## src/rtl/mips_pkg.sv

```systemverilog
// mips_pkg: shared FSM state type and default widths for the sequential shifter
package mips_pkg;

    localparam int BITS_NUM_DEF = 32;
    localparam int SHAMT_W_DEF  = 5;

    typedef enum logic [1:0] {
        IDLE,
        SHIFT,
        DONE
    } state_t;

endpackage

```

## src/rtl/shift_right_seq.sv

```systemverilog
// shift_right_seq: one-bit-per-cycle right shifter (srl/sra) with start/busy/done handshake
// Arithmetic fill is built only when SHIFT_RIGHT_SEQ_ARITH_EN is defined; otherwise arith is ignored.
module shift_right_seq
    import mips_pkg::*;
#(
    parameter int bits_num = BITS_NUM_DEF,
    parameter int shamt_w  = SHAMT_W_DEF
) (
    input  logic                clk,
    input  logic                rst,
    input  logic                start,
    input  logic [bits_num-1:0] in,
    input  logic [shamt_w-1:0]  shamt,
    input  logic                arith,
    output logic [bits_num-1:0] out,
    output logic                busy,
    output logic                done
);

    state_t              state, state_nxt;
    logic [bits_num-1:0] opr, opr_nxt;
    logic [shamt_w-1:0]  cnt, cnt_nxt;
    logic                fill;
    logic                load;

    assign load = (state == IDLE) && start;

`ifdef SHIFT_RIGHT_SEQ_ARITH_EN
    logic arith_q;

    always_ff @(posedge clk or posedge rst) begin
        if (rst)
            arith_q <= 1'b0;
        else if (load)
            arith_q <= arith;
    end

    // sra keeps replicating the sign bit, which stays in the MSB throughout
    assign fill = arith_q & opr[bits_num-1];
`else
    logic unused_arith;

    assign unused_arith = arith;
    assign fill         = 1'b0;
`endif

    always_comb begin
        state_nxt = state;
        opr_nxt   = opr;
        cnt_nxt   = cnt;
        if (state == IDLE) begin
            if (start) begin
                opr_nxt   = in;
                cnt_nxt   = shamt;
                state_nxt = (shamt == '0) ? DONE : SHIFT;
            end
        end else if (state == SHIFT) begin
            opr_nxt   = {fill, opr[bits_num-1:1]};
            cnt_nxt   = cnt - 1'b1;
            state_nxt = (cnt == shamt_w'(1)) ? DONE : SHIFT;
        end else begin
            state_nxt = IDLE;
        end
    end

    always_ff @(posedge clk or posedge rst) begin
        if (rst) begin
            state <= IDLE;
            opr   <= '0;
            cnt   <= '0;
        end else begin
            state <= state_nxt;
            opr   <= opr_nxt;
            cnt   <= cnt_nxt;
        end
    end

    assign out  = opr;
    assign busy = (state == SHIFT);
    assign done = (state == DONE);

endmodule

```

## config.mk

```make
export PLATFORM = sky130hd
export DESIGN_NAME = shift_right_seq
export DESIGN_NICKNAME = d
export VERILOG_FILES = /design/src/rtl/mips_pkg.sv /design/src/rtl/shift_right_seq.sv
export SDC_FILE = /design/constraint.sdc
export NUM_CORES = 1
export LEC_CHECK = 0
export ABC_CLOCK_PERIOD_IN_PS = 3780
export BUFFER_PORTS_ARGS = -buffer_cell sky130_fd_sc_hd__buf_2
export CAP_MARGIN = 20
export CORE_ASPECT_RATIO = 1.25
export CORE_MARGIN = 10
export CORE_UTILIZATION = 40
export CTS_CLUSTER_DIAMETER = 40
export DETAILED_ROUTE_END_ITERATION = 10
export GPL_TIMING_DRIVEN = 1
export HOLD_SLACK_MARGIN = 0.1
export PLACE_DENSITY = 0.66
export SETUP_SLACK_MARGIN = 0.5
export SYNTH_ARGS = -nofsm -noshare
export SYNTH_HDL_FRONTEND = slang
export SYNTH_SLANG_ARGS = --single-unit
export TNS_END_PERCENT = 20
```

## constraint.sdc

```tcl
create_clock -name clk -period 3.78 [get_ports clk]
set_input_delay 0 -clock clk [delete_from_list [all_inputs] [get_ports clk]]
set_output_delay 0 -clock clk [all_outputs]
set_load 0.05 [all_outputs]
```

==> impl_metrics.csv <==
group,metric,value,unit
cells_and_area,fill_cells,485,
clocking,cts.sinks,39,
run_status,outcome,"complete, no violations",
setup_path,slowest_stage,"dlygate4sd3_1",
detailed_routing,drt_iter0_markers,148,
cells_and_area,synthToLayoutAreaGrowth,41.06,%
setup_path,reg2reg_depth,5,
global_routing,grt_start_max_net_pins,44,
place,hpwl,3.956,mm
sta,setup_slack,1.762,ns
setup_path,cp.depth,5,
logic_synthesis,seq_area_frac_synth,45.43,%
global_routing,busiest_layer,"met2",
worst_hold_path,hold_class,"primary input to register",
sta,setup_tns,0,ns
setup_path,worstPathRequired,4.00,ns
detailed_routing,ant_nets,0,
pwr,irDropWorstVdd,424.4,µV
sta,rsz0062_at_grt,"false",
clocking,clk_latency,0.29,ns
clocking,cts_buffers,5,
sta,post-route-period-util,53.39,%
die,ioPinCount,75,
pwr,leakagePower,1.390,nW
die,die_x,85.55,µm
cells_and_area,mostFrequentLayoutCells,"buf_2 (73), dfrtp_1 (39), dlygate4sd3_1 (38)",
place,pre_cts_ws,1.932,ns
global_routing,grt_usage,14.78,%
die,die-area,0.008721,mm²
setup_path,critPathCaptureType,"register",
die,die_y,101.9,µm
clocking,clk_pin_slew_worst_paths,0.08,ns
die,fp.coreArea,0.005152,mm²
sta,max_freq,495.5,MHz
cells_and_area,nets,379,
global_routing,grtUsageMet2,25.29,%
setup_path,path_cells,"buf_4 > inv_1 > nand4_1 > dlygate4sd3_1 > a21oi_2",
clocking,cts_tree,"done",
sta,maxSlewHeadroom,29.46,%
global_routing,grt_pass1_wl,10.80,mm
die,num_rows,29,
setup_path,reg2reg_from,"state[0]$_DFFE_PP0P_",
detailed_routing,wl_per_cell,16.28,µm
detailed_routing,vias_per_cell,5.247,
worst_hold_path,worstHoldStart,"shamt[4]",
setup_path,crit_path_start_kind,"register",
detailed_routing,drt_pass1_iterations,4,
setup_path,path_max_fanout,42,
cells_and_area,drive_gt1_share,26.71,%
detailed_routing,route.final.wire_length,6.527,mm
setup_path,cpPeakStageDelay,0.61,ns
sta,slew_viol_final,0,
sta,fin_worst_skew,0.009898,ns
global_routing,antenna_found_initial,2,
place,io_buffers,73,
logic_synthesis,synth_edf_count,0,
setup_path,cp_top_family,"buffers and inverters",
sta,setup_viol,0,
logic_synthesis,synth_cell_types,34,
cells_and_area,final_common_cell,"buf_2",
logic_synthesis,synth-warning-count,0,
global_routing,grt_util_met1,17.62,%
detailed_routing,num_vias,2104,
sta,timing.hold.ws,0.1272,ns
sta,hold_viol_final,0,
setup_path,startpoint,"state[0]$_DFFE_PP0P_",
logic_synthesis,syn_inst,233,
setup_path,crit_type,"register to register",
run,drv_cap,0,
sta,post-route-min-period,2.018,ns
worst_hold_path,worstHoldPathCells,4,
setup_path,arrival,2.24,ns
setup_path,crit_buf_inv,3,
global_routing,gr-total-overflow,0,
place,place_congestion,0.7252,
clocking,h-tree-depth,2,
clocking,clk_path_buf_depth,2,
detailed_routing,drc,0,
logic_synthesis,synth-main-ff-cell,"dfrtp_1",
clocking,post_cts_buffers,0,
pwr,pwr_density_cell,825.0,mW/mm²
logic_synthesis,synth.cell_area,0.002148,mm²
logic_synthesis,syn_avg_cell_area,9.220,µm²
logic_synthesis,synth_seq_cells,39,
global_routing,use_met3,3.901,%
die,floorplan.initialDensity,41.69,%
sta,worst_pin_slew,1.053,ns
global_routing,grt_pass1_vias,2204,
clocking,root_buffer,"clkbuf_8",
logic_synthesis,async_reset_ff_share,100.0,%
logic_synthesis,synth_fp_nets,276,
## sequential cells by signal (all words and copies together), names as in the netlist
signal and flops:
out 32, cnt 5, state 2
## tightest hold or removal path, cell delays in order
cell and delay [ns]:
buf_2 0.09, nor3_1 0.06, nand2_1 0.07, a32o_1 0.16
## worst paths after layout
path | end | slack [ns]
worst max-delay path | state[1]$_DFFE_PP0P_ | 1.76
worst min-delay path | state[0]$_DFFE_PP0P_ | 0.13
worst max register to register | state[1]$_DFFE_PP0P_ | 1.76
worst min register to register | out[23]$_DFFE_PP0P_ | 0.50
max in group asynchronous | cnt[0]$_DFFE_PP0P_ | 3.02
min in group asynchronous | out[0]$_DFFE_PP0P_ | 0.40
## metrics by stage
| stage | instances | utilization [%] | area (µm²) | power, mW |
|---|---|---|---|---|
| 6_report | 401 | 58.82 | 3030 | 2.500 |
| 4_1_cts | 399 | 58.72 | 3025 | 2.520 |
| 5_1_grt | 401 | 58.82 | 3030 | 2.662 |
| 3_5_place_dp | 353 | 48.76 | 2512 | 2.073 |
| 2_1_floorplan | 233 | - | 2148 | 1.764 |
| 3_3_place_gp | 353 | 48.76 | 2512 | 2.053 |
## power breakdown
group          internal [mW]  total (mW)  switching, mW
Clock                  0.264       0.409          0.145
Combinational          0.409        1.33          0.920
Sequential             0.596       0.762          0.166
## per-layer routing
layer  routed length (µm)  up-vias
met1                 2906     1000
li1                     -     1048
met3                  304        6
met4                   87        0
met5                    0        -
met2                 3229       50
## area by class of cell
| class | count | area, µm² | share of cell area [%] |
|---|---|---|---|
| multi-input cells | 169 | 1037 | 34.23 |
| flip-flops and latches | 39 | 975.9 | 32.20 |
| repair buffers | 116 | 783.3 | 25.85 |
| well taps | 62 | 77.57 | 2.560 |
| clock buffers | 6 | 72.57 | 2.395 |
| clock inverters | 2 | 60.06 | 1.982 |
| inverters | 5 | 18.77 | 0.6193 |
| diodes | 2 | 5.005 | 0.1652 |
## synthesized netlist by cell type, drive strengths merged, types with 3 or more instances
cell | instances | area (µm²)
dfrtp | 39 | 975.9
o21ai | 32 | 160.2
nor2b | 27 | 168.9
a21oi | 25 | 128.9
a22oi | 23 | 172.7
clkbuf | 13 | 78.83
nand2 | 12 | 45.04
a31oi | 9 | 56.30
and2 | 9 | 56.30
buf | 6 | 30.03
inv | 5 | 18.77
nor3b | 4 | 30.03
a221oi | 3 | 26.28
nor2 | 3 | 11.26
## what timing repair did
action                                 4_1_cts  5_1_grt
setup endpoints to repair                    0        0
hold buffers                                38        0
resized for setup                            0        0
endpoints found under the hold margin       76        0
## cells by family after synthesis
| group | Yosys count | synth area share (%) |
|---|---|---|
| compound gates | 101 | 28.71 |
| fa+ha+maj | 2 | 1.165 |
| buf+inv | 25 | 6.523 |
| flops | 39 | 45.43 |
| mux | 1 | 0.4659 |
| simple gates | 65 | 17.71 |
No activity file was read; power rests on OpenSTA's default activity.
